### src/rtl/load_store_unit.sv
// load_store_unit: data-memory stage for an RV32I core.
// Handles LB/LH/LW/LBU/LHU/SB/SH/SW over a word-wide request/ready memory bus.
// While an access is in flight the core is stalled. The unit then returns a
// sign- or zero-extended load value together with a one-cycle done pulse.
module load_store_unit #(
  parameter int TIMEOUT = 16,
  parameter int CNT_W   = 5
) (
  input  logic        clk,
  input  logic        reset,
  input  logic        ls_valid,
  input  logic        ls_store,
  input  logic [2:0]  funct3,
  input  logic [31:0] addr,
  input  logic [31:0] wdata,
  output logic        ls_stall,
  output logic        ls_done,
  output logic        ls_err,
  output logic [31:0] rdata,
  output logic        mem_req,
  output logic        mem_we,
  output logic [31:0] mem_addr,
  output logic [3:0]  mem_wstrb,
  output logic [31:0] mem_wdata,
  input  logic        mem_ready,
  input  logic [31:0] mem_rdata
);

  typedef enum logic [1:0] {IDLE, REQ, DONE} state_t;

  state_t            state, state_nxt;
  logic [2:0]        f3_q, f3_nxt;
  logic [1:0]        off_q, off_nxt;
  logic [CNT_W-1:0]  cnt, cnt_nxt;
  logic              mem_req_nxt, mem_we_nxt, ls_err_nxt;
  logic [31:0]       mem_addr_nxt, mem_wdata_nxt, rdata_nxt;
  logic [3:0]        mem_wstrb_nxt;

  // funct3 must be a defined load/store encoding and the address naturally aligned
  function automatic logic is_legal(input logic st, input logic [2:0] f3,
                                    input logic [1:0] off);
    logic ok_f3, aligned;
    if (st) ok_f3 = (f3 == 3'b000) || (f3 == 3'b001) || (f3 == 3'b010);
    else    ok_f3 = (f3 == 3'b000) || (f3 == 3'b001) || (f3 == 3'b010) ||
                    (f3 == 3'b100) || (f3 == 3'b101);
    case (f3[1:0])
      2'b01:   aligned = ~off[0];
      2'b10:   aligned = (off == 2'b00);
      default: aligned = 1'b1;
    endcase
    return ok_f3 && aligned;
  endfunction

  // byte enables for the addressed lanes
  function automatic logic [3:0] store_strb(input logic [2:0] f3, input logic [1:0] off);
    case (f3[1:0])
      2'b00:   return 4'b0001 << off;
      2'b01:   return 4'b0011 << off;
      default: return 4'b1111;
    endcase
  endfunction

  // replicate narrow store data across all lanes so the strobes pick the right one
  function automatic logic [31:0] store_lanes(input logic [2:0] f3, input logic [31:0] d);
    case (f3[1:0])
      2'b00:   return {4{d[7:0]}};
      2'b01:   return {2{d[15:0]}};
      default: return d;
    endcase
  endfunction

  // shift the addressed lane down and extend to 32 bits
  function automatic logic [31:0] load_fmt(input logic [2:0] f3, input logic [1:0] off,
                                           input logic [31:0] word);
    logic [31:0] sh;
    sh = word >> {off, 3'b000};
    case (f3)
      3'b000:  return {{24{sh[7]}}, sh[7:0]};
      3'b100:  return {24'd0, sh[7:0]};
      3'b001:  return {{16{sh[15]}}, sh[15:0]};
      3'b101:  return {16'd0, sh[15:0]};
      default: return word;
    endcase
  endfunction

  // stall while a request is being accepted or is outstanding; released during reset
  always_comb begin
    ls_stall = ~reset & (((state == IDLE) & ls_valid) | (state == REQ));
    ls_done  = (state == DONE);
  end

  // next-state and next-register values for the IDLE/REQ/DONE sequencer
  always_comb begin
    state_nxt     = state;
    f3_nxt        = f3_q;
    off_nxt       = off_q;
    cnt_nxt       = cnt;
    mem_req_nxt   = mem_req;
    mem_we_nxt    = mem_we;
    mem_addr_nxt  = mem_addr;
    mem_wstrb_nxt = mem_wstrb;
    mem_wdata_nxt = mem_wdata;
    rdata_nxt     = rdata;
    ls_err_nxt    = 1'b0;
    case (state)
      IDLE: begin
        if (ls_valid) begin
          f3_nxt  = funct3;
          off_nxt = addr[1:0];
          if (is_legal(ls_store, funct3, addr[1:0])) begin
            state_nxt     = REQ;
            cnt_nxt       = '0;
            mem_req_nxt   = 1'b1;
            mem_we_nxt    = ls_store;
            mem_addr_nxt  = {addr[31:2], 2'b00};
            mem_wstrb_nxt = ls_store ? store_strb(funct3, addr[1:0]) : 4'b0000;
            mem_wdata_nxt = ls_store ? store_lanes(funct3, wdata) : 32'd0;
          end else begin
            state_nxt  = DONE;
            ls_err_nxt = 1'b1;
            rdata_nxt  = 32'd0;
          end
        end
      end
      REQ: begin
        if (mem_ready) begin
          state_nxt     = DONE;
          rdata_nxt     = mem_we ? 32'd0 : load_fmt(f3_q, off_q, mem_rdata);
          mem_req_nxt   = 1'b0;
          mem_we_nxt    = 1'b0;
          mem_wstrb_nxt = 4'b0000;
        end else if ((TIMEOUT != 0) && (cnt == CNT_W'(TIMEOUT - 1))) begin
          state_nxt     = DONE;
          ls_err_nxt    = 1'b1;
          rdata_nxt     = 32'd0;
          mem_req_nxt   = 1'b0;
          mem_we_nxt    = 1'b0;
          mem_wstrb_nxt = 4'b0000;
        end else begin
          cnt_nxt = cnt + 1'b1;
        end
      end
      DONE:    state_nxt = IDLE;
      default: state_nxt = IDLE;
    endcase
  end

  // state and bus/result registers; reset discards any access in flight
  always_ff @(posedge clk or posedge reset) begin
    if (reset) begin
      state     <= IDLE;
      f3_q      <= 3'd0;
      off_q     <= 2'd0;
      cnt       <= '0;
      mem_req   <= 1'b0;
      mem_we    <= 1'b0;
      mem_addr  <= 32'd0;
      mem_wstrb <= 4'b0000;
      mem_wdata <= 32'd0;
      rdata     <= 32'd0;
      ls_err    <= 1'b0;
    end else begin
      state     <= state_nxt;
      f3_q      <= f3_nxt;
      off_q     <= off_nxt;
      cnt       <= cnt_nxt;
      mem_req   <= mem_req_nxt;
      mem_we    <= mem_we_nxt;
      mem_addr  <= mem_addr_nxt;
      mem_wstrb <= mem_wstrb_nxt;
      mem_wdata <= mem_wdata_nxt;
      rdata     <= rdata_nxt;
      ls_err    <= ls_err_nxt;
    end
  end

endmodule

### config.mk
export PLATFORM = sky130hd
export DESIGN_NAME = load_store_unit
export DESIGN_NICKNAME = d
export VERILOG_FILES = /design/src/rtl/load_store_unit.sv
export SDC_FILE = /design/constraint.sdc
export NUM_CORES = 1
export LEC_CHECK = 0
export BUFFER_PORTS_ARGS = -buffer_cell sky130_fd_sc_hd__buf_2
export CAP_MARGIN = 20
export CORE_MARGIN = 2
export CORE_UTILIZATION = 49
export DETAILED_ROUTE_END_ITERATION = 6
export GPL_ROUTABILITY_DRIVEN = 0
export GPL_TIMING_DRIVEN = 0
export PLACE_DENSITY = 0.8
export SYNTH_ARGS = -nofsm -noshare
export SYNTH_HDL_FRONTEND = slang
export SYNTH_SLANG_ARGS = --single-unit
### constraint.sdc
create_clock -name clk -period 4.4 [get_ports clk]
set_input_delay 0.88 -clock clk [delete_from_list [all_inputs] [get_ports clk]]
set_output_delay 0.88 -clock clk [all_outputs]
set_load 0.01 [all_outputs]
# == After elaboration in Yosys (flattened, before gate mapping) ==
# Cells that the tools add are included.
# word_totals
ff_bits,113
inputBits,104
output_inout_bits,105
wordCells,100
# classes
add_sub_neg,1
n_eq_ne,18
shift,3
muxes,45
bitwise_logic,5
n_reduce_logical,17
# ops
cell,count
$mux 32,6
$pmux 32 s2,2
$pmux 32 s4,1
$shr 32x5->16,1
$mux 4,5
$mux 5,4
$pmux 4 s2,2
$mux 1,15
$eq 3x3->1 const B,4
$pmux 5 s2,1
$mux 2,4
$ne 2x2->1 const B,4
$pmux 1 s2,4
$reduce_and 4->1,2
$eq 3x1->1 const B,2
$logic_not 2->1,3
$logic_not 3->1,2
$add 5x1->5 const B,1
$eq 5x4->1 const B,1
$reduce_and 5->1,1
$eq 2x1->1 const B,2
$eq 2x2->1 const B,2
$logic_or 1x1->1,4
$pmux 2 s2,1
other kinds (12),15

# == Logic depth before layout (Yosys ltp) ==
# Gate-level depths: netlist of the first run.
# logic_depth
depth_word,12
mapped_depth,10

# == Least setup slack after synthesis of the first run ==
# OpenSTA, ideal clock, no wires.
# synth_timing
path_kind,input -> register
start,input funct3[1]
end,register mem_addr[2]
setup_ps,127
t_arrival_ps,2372
t_required_ps,4273
path_slack_ps,1900
cell_stages,9
n_path_buf,3
path_cell_list,inv_1 -> ha_1 -> buf_2 -> o21bai_1 -> a211oi_2 -> o21ai_1 -> buf_2 -> buf_6 -> mux2_1
# synth_via
elab_chain_cells,10
word_cells_on_any_way,19
classes_between,eq/ne (6); mux (6); reduce/logical (7)
# synth_rtl
element,line_no,rtl
from (decl),13,"input logic [2:0] funct3,"
$eq 3x1->1 / $logic_not 3->1 (equally long branches),"43, 44",
$logic_or 1x1->1 (2 in a row),"43, 44",
$logic_or 1x1->1,44,else ok_f3 = (f3 == 3'b000) || (f3 == 3'b001) || (f3 == 3'b010) ||
$logic_or 1x1->1,45,(f3 == 3'b100) || (f3 == 3'b101);
$mux 1,43,if (st) ok_f3 = (f3 == 3'b000) || (f3 == 3'b001) || (f3 == 3'b010);
$mux 1,107,if (ls_valid) begin
$mux 1,105,case (state)
$logic_and 1x1->1 (*),51,return ok_f3 && aligned;
$reduce_and 3->1 (no line) (*),--,
to (signal assigned),169,mem_addr <= mem_addr_nxt;
to (decl),22,"output logic [31:0] mem_addr,"
# Mark *: on every way between the ends. The rest lies on a longest branch, timed or not. The select of a mux whose other input is x is not followed.
# A chain may end at the register's enable or synchronous reset.

# == Worst setup path after layout of the first run ==
# layout_timing
start,input funct3[1]
end,register rdata[30]
# layout_via
elab_chain_cells,11
word_cells_on_any_way,20
classes_between,eq/ne (7); mux (6); reduce/logical (7)
# layout_rtl
element,line_no,rtl
$eq 3x1->1 / $logic_not 3->1 (equally long branches),"43, 44",
$logic_or 1x1->1 (2 in a row),"43, 44",
$logic_or 1x1->1,44,
$logic_or 1x1->1,45,
$mux 1,43,
$mux 1,107,
$mux 1,105,
$logic_and 1x1->1 (*),51,
$ne 2x2->1 (no line) (*),--,
$reduce_and 4->1 (no line) (*),--,
to (signal assigned),172,rdata <= rdata_nxt;
to (decl),19,"output logic [31:0] rdata,"
# Marks and branches as above.

==> metrics.md, run 1 <==
| Metric | Value |
|---|---|
| Status | `finished clean` |
| Buf/Inv on CP | `4` |
| Final hold violation count | `0` |
| Min-delay worst type | `flop to flop` |
| Final Max Tran Viols | `0` |
| Slowest CP cell | `o31ai_2` |
| Final Skew | `0.0110 ns` |
| Reg2reg path depth | `8` |
| Synth area leaders | `dfrtp_1 53%, mux2_1 6.3%, nand2_1 5.0%` |
| Core ar. | `10700 um^2` |
| RSZ-0062 raised after global routing | `false` |
| Ys Warns | `0` |
| Vias/cell | `5.66` |
| Area Overhead vs Synth | `35.0%` |
| Seq cells post-synth | `~110` |
| Starting DRT DRC Count | `379` |
| Residual DRC count | `0` |
| CP peak stage delay | `around 0.44 ns` |
| Levels on crit path | `10` |
| Setup TNS | `0 ns` |
| Via count | `5092` |
| DP Wirelength | `11.3 mm` |
| CTS tree | `yes` |
| Top post-synthesis cells by count | `113 x dfrtp_1, 72 x nand2_1, 31 x nor2_1, 30 x a21oi_1, 30 x mux2_1` |
| Remaining Overflow, GRT | `0` |
| Arrival @ worst endpoint | `~3.2 ns` |
| CTS resizes | `0` |
| Routed length per instance | `17.6 um` |
| Required time of the critical path | `4.84 ns` |
| Initial core utilization | `50.0%` |
| CTS Hold Bufs | `0` |
| Nets | `856` |
| Sink Count | `between 100 and 150` |
| ANT nets after route | `0` |
| Antenna cells | `0` |
| Post-Syn Instances | `520` |
| Crit path top cell by count | `buf_2` |
| Hold path cells | `1` |
| Slew headroom | `50.9%` |
| Primary FF master, synth | `dfrtp_1` |
| FILL cells | `803` |
| Seq/Total Area, Yosys | `52.6%` |
| Final setup fails | `0` |
| H-tree depth | `4` |
| Reg clk slew, reported paths | `0.06 ns` |
| Full die area | `11800 um^2` |
| Largest net degree at the start of global routing | `59` |
| Static leakage | `between 3 and 4 nW` |
| Final wirelength | `15.9 mm` |
| Synth Cell Area | `5370 um^2` |
| Count of input and output buffers | `206` |
| Layout cells sized above 1 | `35.0%` |
| Top cell type's share of synthesized area | `between 50% and 60%` |
| Pwr Total | `4.04 mW` |
| Post-Layout Cell Count | `900` |
| P per Cell Area | `around 560 nW/um^2` |
| Die span in x | `109 um` |
| Cells after DPL | `~870` |
| Area leader, netlist | `dfrtp_1` |
| Post-Syn Area per Cell | `between 10 and 15 um^2` |
| Clock insertion delay at the later pin of the skew report | `0.52 ns` |
| I/O pin cnt | `209` |
| Max Freq | `365 MHz` |
| Total global-route track usage | `a little over a quarter` |
| Die Y | `109 um` |
| VDD IR max | `around 290 uV` |
| Number of global-route vias before repair | `4952` |
| Max-cap violation count | `0` |
| First-pass GRT wire length | `24.4 mm` |
| DRT Pass-1 Iters | `5` |
| CP delay by family, top | `compound AO/OA/AOI/OAI gates` |
| Crit Path Class | `input pin to flop` |
| Hold_ws | `0.469 ns` |
| CTS Buf Count | `17` |
| Slew at the pin with the worst max-slew slack | `0.737 ns` |
| Tmin final | `2.74 ns` |
| CP Max Fanout | `10` |
| Crit share post-route | `62.2%` |
| Initial antenna violation count | `0` |
| Critical path startpoint category | `input pin` |
| Count leader, synth | `dfrtp_1` |
| Placement Rows | `38` |
| FFs w/ async S/R, synth | `100%` |
| Post-CTS Setup Bufs | `0` |
| Crit-path cells | `buf_2, inv_1, ha_1, buf_2, o21bai_1, a21oi_1, o21ai_1, o31ai_2, clkbuf_1, a221o_1` |
| Root Buffer | `clkbuf_8` |
| Clk buf depth | `2` |
| Post-synth cell types | `50` |
| EDFF count, synth | `0` |
| Crit end category | `flop` |
## power by group
part / internal [mW] / leakage [nW] / switching, mW / total (mW)
logic: 0.466 / 2.01 / 0.606 / 1.07
registers: 1.32 / 1.47 / 0.161 / 1.48
clock network: 1.02 / 0.311 / 0.472 / 1.49
## cell type report
class	count	area, um^2	share of cell area [%]
repair buffers	207	1060	14.6
clock buffers	22	463	6.38
well taps	140	175	2.41
flip-flops and latches	113	2830	39.0
inverters	26	100	1.38
clock inverters	10	180	2.48
plain buffers	39	179	2.47
multi-input cells	343	2270	31.3
## per-layer routing
| metal | track usage [%] | vias to the layer above | part of all wire (%) |
|---|---|---|---|
| met5 | 0 | - | 0 |
| met4 | 12.4 | 0 | 3.3 |
| met3 | 7.41 | 46 | 7.5 |
| met2 | 45.1 | 264 | 50 |
| met1 | 32.6 | 2469 | 39 |
| li1 | - | 2313 | - |
## path summary, 6_finish.rpt
check	start	to	slack, ns
max in group asynchronous	reset	rdata[23]	3.17
max	funct3[1]	rdata[30]	1.66
min reg2reg	rdata[4]	rdata[4]	0.47
max reg2reg	cnt[0]	rdata[30]	1.86
min in group asynchronous	reset	rdata[3]	0.51
min	rdata[4]	rdata[4]	0.47
## kinds of logic after synthesis
| logic type | after synthesis | share of synthesized area, % |
|---|---|---|
| AO/OA/AOI/OAI | 161 | 20.8 |
| adder cells (fa/ha/maj) | 5 | 1.16 |
| buffers and inverters | 65 | 5.15 |
| flip-flops | 113 | 52.6 |
| multiplexers | 46 | 9.64 |
| other | 1 | 0.0698 |
| AND/OR/NAND/NOR | 129 | 10.5 |
## stage by stage
stage,area (um^2),setup WS [ns],util [%]
finish,7260,1.66,67.5
detailed placement,6610,1.28,61.5
global placement,6580,-0.540,61.3
global route,7260,1.50,67.5
CTS,7260,1.75,67.5
floorplan,5380,0.533,-
## placed cells by master, fill, tap and decap left out, types with 20 or more instances in the layout
master      n
buf_2     214
o21ai_1    20
a21oi_1    30
clkbuf_1   28
mux2_1     30
o21ai_0    29
dfrtp_1   113
inv_1      24
nand2_1    72
a221o_1    22
nor2_1     31
## registers in the layout (all words and copies together) (netlist names)
name and count:
state 2, mem_wdata 32, rdata 32, mem_we 1
ls_err 1, off_q 2, f3_q 3, mem_addr 30
mem_req 1, cnt 5, mem_wstrb 4
Power figures use the tool's default switching activity.
==> inputs of run 2 (changes only) <==
Clock period 4.4 ns to 2.8 ns, I/O delays scaled along.
==> metrics.md, run 2 (synthesis results as in run 1) <==
| Metric | Value |
|---|---|
| Status | `finished clean` |
| Via count | `5131 (+0.77%)` |
| H-tree depth | `4 (unchanged)` |
| Gate power share | `27.8% (+1.3 points)` |
| Nets | `857 (+0.12%)` |
| Layout cells sized above 1 | `35.2% (+0.22 points)` |
| Core ar. | `10700 um^2 (unchanged)` |
| Busiest grt layer | `met2` |
| Top Registers | `mem_wdata: 32 flops, rdata: 32 flops, mem_addr: 30 flops` |
| Static leakage | `3.75 nW (-1.1%)` |
| Clk pwr share | `33.9% (-3.0 points)` |
| CTS resizes | `0 (unchanged)` |
| Crit end category | `flop` |
| I/O pin cnt | `209 (unchanged)` |
| Remaining Overflow, GRT | `0 (unchanged)` |
| Commonest non-fill, non-tap cell in the layout | `buf_2` |
| Initial antenna violation count | `0 (unchanged)` |
| Starting DRT DRC Count | `301 (-21%)` |
| Reg clk slew, reported paths | `0.06 ns (about the same)` |
| GR Layer Usage met2 | `44.2% (-0.94 points)` |
| Crit-path cells | `ha_1, and3_1, ha_1, or3b_4, a21oi_4, o311ai_2, or3_1, a21oi_1` |
| Final Skew | `0.0127 ns (+0.00164 ns)` |
| Arrival @ worst endpoint | `2.93 ns (-0.25 ns)` |
| Final wirelength | `15.7 mm (-1.1%)` |
| Count of input and output buffers | `206 (unchanged)` |
| Area Overhead vs Synth | `34.0%` |
| Critical path startpoint category | `flop` |
| Final Max Tran Viols | `0 (unchanged)` |
| Die span in x | `109 um (unchanged)` |
| CP peak stage delay | `0.42 ns (-0.02 ns)` |
| Largest net degree at the start of global routing | `44 (-25%)` |
| Root Buffer | `clkbuf_8` |
| Register share of total power | `38.3% (+1.7 points)` |
| Post-Layout Cell Count | `901 (+0.11%)` |
| Final setup fails | `0 (unchanged)` |
| Max-cap violation count | `0 (unchanged)` |
| Sink Count | `113 (unchanged)` |
| CTS Hold Bufs | `0 (unchanged)` |
| Full die area | `11800 um^2 (unchanged)` |
| Buf/Inv on CP | `0 (-4)` |
| Routed length per instance | `17.4 um (-1.2%)` |
| Clk buf depth | `2 (unchanged)` |
| FILL cells | `830 (+3.4%)` |
| Placement Rows | `38 (unchanged)` |
| Antenna cells | `0 (unchanged)` |
| GR Util met3 | `5.62% (-1.8 points)` |
| Slowest CP cell | `or3b_4` |
| DP Wirelength | `11.6 mm (+2.5%)` |
| Number of global-route vias before repair | `4898 (-1.1%)` |
| Reg2Reg Launch Point | `cnt[0]` |
| Final worst setup slack | `0.308 ns (-1.35 ns)` |
| P_sw | `1.97 mW (+59%)` |
| Residual DRC count | `0 (unchanged)` |
| Pwr Total | `6.06 mW (+50%)` |
| CP delay by family, top | `simple AND/OR/NAND/NOR gates` |
| M1 GR Usage | `33.5% (+0.91 points)` |
| Clock insertion delay at the later pin of the skew report | `0.52 ns (about the same)` |
| ANT nets after route | `0 (unchanged)` |
| Die Y | `109 um (unchanged)` |
| Final hold violation count | `0 (unchanged)` |
| Cells after DPL | `869 (+0.12%)` |
| R2R setup slack | `0.31 ns (-1.55 ns)` |
| Internal Power | `4.09 mW (+46%)` |
| Design area | `7200 um^2 (-0.81%)` |
| Commonest cells after routing, fill and taps aside | `214 x buf_2, 113 x dfrtp_1, 72 x nand2_1, 31 x nor2_1` |
| CTS tree | `yes` |
| CTS Buf Count | `17 (unchanged)` |
| Tmin final | `2.49 ns` |
| Initial core utilization | `50.0% (unchanged)` |
| Min-delay worst type | `input pin to async pin` |
| DRT Pass-1 Iters | `5 (unchanged)` |
| Switching Fraction | `32.5% (+1.9 points)` |
| Required time of the critical path | `3.24 ns (-1.60 ns)` |
| Slew headroom | `50.5% (-0.33 points)` |
| P per Cell Area | `842 nW/um^2 (+51%)` |
| CP Max Fanout | `9 (-1)` |
| Post-CTS Setup Bufs | `0 (unchanged)` |
| Reg2reg path depth | `8 (unchanged)` |
| VDD IR max | `499 uV (+74%)` |
| Crit path top cell by count | `ha_1` |
| Total global-route track usage | `26.7% (-0.30 points)` |
| Pre-CTS WS | `-0.0359 ns (-1.31 ns)` |
| Crit share post-route | `89.0%` |
| First-pass GRT wire length | `24.3 mm (-0.70%)` |
| Slew at the pin with the worst max-slew slack | `0.741 ns (+0.00336 ns)` |
| Area post-placement | `6630 um^2 (+0.21%)` |
| Crit Path Class | `flop to flop` |
| Max Freq | `401 MHz` |
| RSZ-0062 raised after global routing | `false` |
| Vias/cell | `5.69 (+0.65%)` |
| RR Endpoint | `cnt[3]` |
-- run 2: cell types whose count changed in the layout (fill, tap and decap cells not counted) --
cell / delta
inv_4: -1
clkbuf_8: -2
buf_12: +2
clkinv_4: +3
clkinvlp_4: +4
bufinv_16: -3
buf_16: -1
clkbuf_1: -1
-- run 2: final cells by class --
type                       instances  area (um^2)  area share (%)
buffer                            39          179            2.49
clock buffer                      19          432            6.00
clock inverter                    13          139            1.93
inverter                          26          101            1.41
multi-input combinational        343         2270            31.6
sequential                       113         2830            39.3
tap                              140          175            2.43
timing repair buffer             208         1070            14.9
-- run 2: stage by stage --
step                util, %  hold WS, ns  TNS [ns]
floorplan                 -        0.473         0
global placement       61.3        0.459         0
detailed placement     61.7        0.461    -0.108
CTS                    67.0        0.173         0
global route           67.0        0.223         0
finish                 67.0        0.167         0
-- run 2: worst reg2reg max path, stage by stage (launching register included) --
cell      delay, ns
dfrtp_1        0.41
ha_1           0.22
and3_1         0.19
ha_1           0.21
or3b_4         0.42
a21oi_4        0.17
o311ai_2       0.24
or3_1          0.41
a21oi_1        0.15
-- run 2: routing by layer --
layer | vias to the layer above | part of all wire, %
li1 | 2309 | -
met2 | 316 | 49
met5 | - | 0
met4 | 0 | 3.4
met1 | 2456 | 40
met3 | 50 | 7.7
-- run 2: power by group through the flow --
| stage | logic (mW) | clock network, mW | registers (mW) |
|---|---|---|---|
| 2_1_floorplan | 0.748 | 0 | 2.52 |
| 3_3_place_gp | 1.62 | 0 | 2.31 |
| 3_5_place_dp | 1.68 | 0 | 2.34 |
| 4_1_cts | 1.69 | 2.07 | 2.32 |
| 5_1_grt | 1.84 | 2.15 | 2.37 |
| 6_report | 1.68 | 2.05 | 2.32 |
-- run 2: worst max-delay path by stage --
stage,start,end,slack (ns),depth (start not counted)
6_report,cnt[0],cnt[3],0.31,8
2_1_floorplan,cnt[0],cnt[3],0.56,8
4_1_cts,cnt[0],cnt[3],0.32,8
3_3_place_gp,funct3[1],mem_wdata[17],0.04,10
5_1_grt,cnt[0],cnt[3],0.19,8
3_5_place_dp,funct3[1],mem_wdata[22],-0.04,11
==> inputs of run 3 (changes only) <==
Settings changed: PLACE_DENSITY 0.8 to 0.86.
==> metrics.md, run 3 (synthesis results as in run 1) <==
| Metric | Value |
|---|---|
| Status | `finished clean` |
| Residual DRC count | `0 (unchanged)` |
| Met1 WL | `6.14 mm (-2.4%)` |
| ANT nets after route | `0 (unchanged)` |
| I/O pin cnt | `209 (unchanged)` |
| Crit share post-route | `91.5% (+2.5 points)` |
| Initial antenna violation count | `0 (unchanged)` |
| CP delay by family, top | `simple AND/OR/NAND/NOR gates` |
| Remaining Overflow, GRT | `0 (unchanged)` |
| Root Buffer | `clkbuf_8` |
| Final Skew | `0.00953 ns (-0.00312 ns)` |
| Arrival @ worst endpoint | `3.01 ns (+0.08 ns)` |
| Commonest cells after routing, fill and taps aside | `214 x buf_2, 113 x dfrtp_1, 72 x nand2_1, 31 x nor2_1` |
| CP peak stage delay | `0.46 ns (+0.04 ns)` |
| Commonest non-fill, non-tap cell in the layout | `buf_2` |
| DR top layer | `met4` |
| Initial core utilization | `50.0% (unchanged)` |
| Routed length per instance | `17.6 um (+1.3%)` |
| First-pass GRT wire length | `24.7 mm (+1.6%)` |
| Layout cells sized above 1 | `35.3% (+0.046 points)` |
| Tmin final | `2.56 ns (+0.0712 ns)` |
| Nets | `857 (unchanged)` |
| Largest net degree at the start of global routing | `43 (-2.3%)` |
| Sink Count | `113 (unchanged)` |
| Clk buf depth | `2 (unchanged)` |
| Reg2Reg Launch Point | `cnt[0]` |
| Vias/cell | `5.64 (-1.0%)` |
| Slowest CP cell | `clkbuf_1` |
| Post-Layout Cell Count | `900 (-0.11%)` |
| Required time of the critical path | `3.24 ns (about the same)` |
| Starting DRT DRC Count | `492 (+63%)` |
| Met3 wire len | `1.32 mm (+8.9%)` |
| Slew at the pin with the worst max-slew slack | `0.771 ns (+0.0306 ns)` |
| Antenna cells | `0 (unchanged)` |
| Clock insertion delay at the later pin of the skew report | `0.51 ns (about the same)` |
| Via count | `5073 (-1.1%)` |
| Reg clk slew, reported paths | `0.06 ns (about the same)` |
| Static leakage | `3.81 nW (+1.8%)` |
| RSZ-0062 raised after global routing | `false` |
| Full die area | `11800 um^2 (unchanged)` |
| Area post-placement | `6630 um^2 (unchanged)` |
| Final wirelength | `15.9 mm (+1.2%)` |
| Crit Path Class | `flop to flop` |
| P per Cell Area | `887 nW/um^2 (+5.4%)` |
| Total global-route track usage | `27.2% (+0.54 points)` |
| DP Wirelength | `11.5 mm (-0.84%)` |
| Min-delay worst type | `input pin to async pin` |
| Final hold violation count | `0 (unchanged)` |
| CTS Hold Bufs | `0 (unchanged)` |
| Number of global-route vias before repair | `4919 (+0.43%)` |
| Max-cap violation count | `0 (unchanged)` |
| VDD IR max | `466 uV (-6.7%)` |
| Design area | `7300 um^2 (+1.4%)` |
| Buf/Inv on CP | `1 (+1)` |
| CTS Buf Count | `17 (unchanged)` |
| Die Y | `109 um (unchanged)` |
| Final setup fails | `0 (unchanged)` |
| Max Freq | `390 MHz (-2.8%)` |
| Met2 WL post-DR | `7.82 mm (+2.5%)` |
| Slew headroom | `48.5% (-2.0 points)` |
| CP Max Fanout | `10 (+1)` |
| Die span in x | `109 um (unchanged)` |
| Crit-path cells | `ha_1, and3_1, ha_1, or3b_4, nor2b_1, o31ai_2, clkbuf_1, a221o_1` |
| Crit end category | `flop` |
| CTS resizes | `0 (unchanged)` |
| H-tree depth | `4 (unchanged)` |
| Crit path top cell by count | `ha_1` |
| Top Registers | `mem_wdata: 32 flops, rdata: 32 flops, mem_addr: 30 flops` |
| DRT Pass-1 Iters | `6 (+1)` |
| Final Max Tran Viols | `0 (unchanged)` |
| Critical path startpoint category | `flop` |
| Cells after DPL | `869 (unchanged)` |
| Area Overhead vs Synth | `35.9%` |
| Crit. Startpoint | `cnt[0]` |
| Count of input and output buffers | `206 (unchanged)` |
| CTS tree | `yes` |
| Core ar. | `10700 um^2 (unchanged)` |
| Placement Rows | `38 (unchanged)` |
| Post-CTS Setup Bufs | `0 (unchanged)` |
-- run 3: cell count changes in the layout (fill, tap and decap cells not counted) --
cell | before | now
clkinvlp_4 | 6 | 1
bufinv_16 | 2 | 6
clkbuf_8 | 2 | 5
clkinv_4 | 3 | 1
clkbuf_1 | 27 | 26
-- run 3: worst paths after layout --
path / depth (start not counted) / endpoint / slack, ns
max reg2reg: 8 / rdata[25] / 0.24
min in group clk: 2 / mem_addr[15] / 0.26
min reg2reg: 2 / mem_wdata[31] / 0.48
max: 8 / rdata[25] / 0.24
min: 2 / rdata[10] / 0.18
max in group asynchronous: 4 / mem_wdata[12] / 1.68
-- run 3: area by class of cell --
| class | instances | area [um^2] |
|---|---|---|
| inverters | 26 | 101 |
| flip-flops and latches | 113 | 2830 |
| plain buffers | 39 | 179 |
| well taps | 140 | 175 |
| clock buffers | 21 | 469 |
| multi-input cells | 343 | 2270 |
| fillers | 790 | 3450 |
| clock inverters | 10 | 204 |
| repair buffers | 208 | 1070 |
-- run 3: per-layer routing --
| metal | vias to the layer above | GRT usage, % |
|---|---|---|
| li1 | 2310 | - |
| met1 | 2402 | 33.6 |
| met2 | 305 | 45.5 |
| met3 | 56 | 6.40 |
| met4 | 0 | 12.5 |
| met5 | - | 0 |
-- run 3: power by group --
part	internal, mW	total (mW)	switching (mW)
logic	0.734	1.70	0.966
clock network	1.71	2.45	0.741
registers	2.07	2.32	0.252
total	4.52	6.48	1.96
-- run 3: per-stage QoR --
step / power, mW / utilization, % / setup slack, ns / hold slack, ns / setup TNS, ns
detailed placement: 4.02 / 61.7 / -0.0294 / 0.463 / -0.0755
CTS: 6.50 / 67.9 / 0.297 / 0.193 / 0
finish: 6.48 / 67.9 / 0.237 / 0.184 / 0
global route: 6.79 / 67.9 / 0.201 / 0.242 / 0
global placement: 3.92 / 61.3 / 0.0306 / 0.459 / 0
floorplan: 3.26 / - / 0.556 / 0.473 / 0
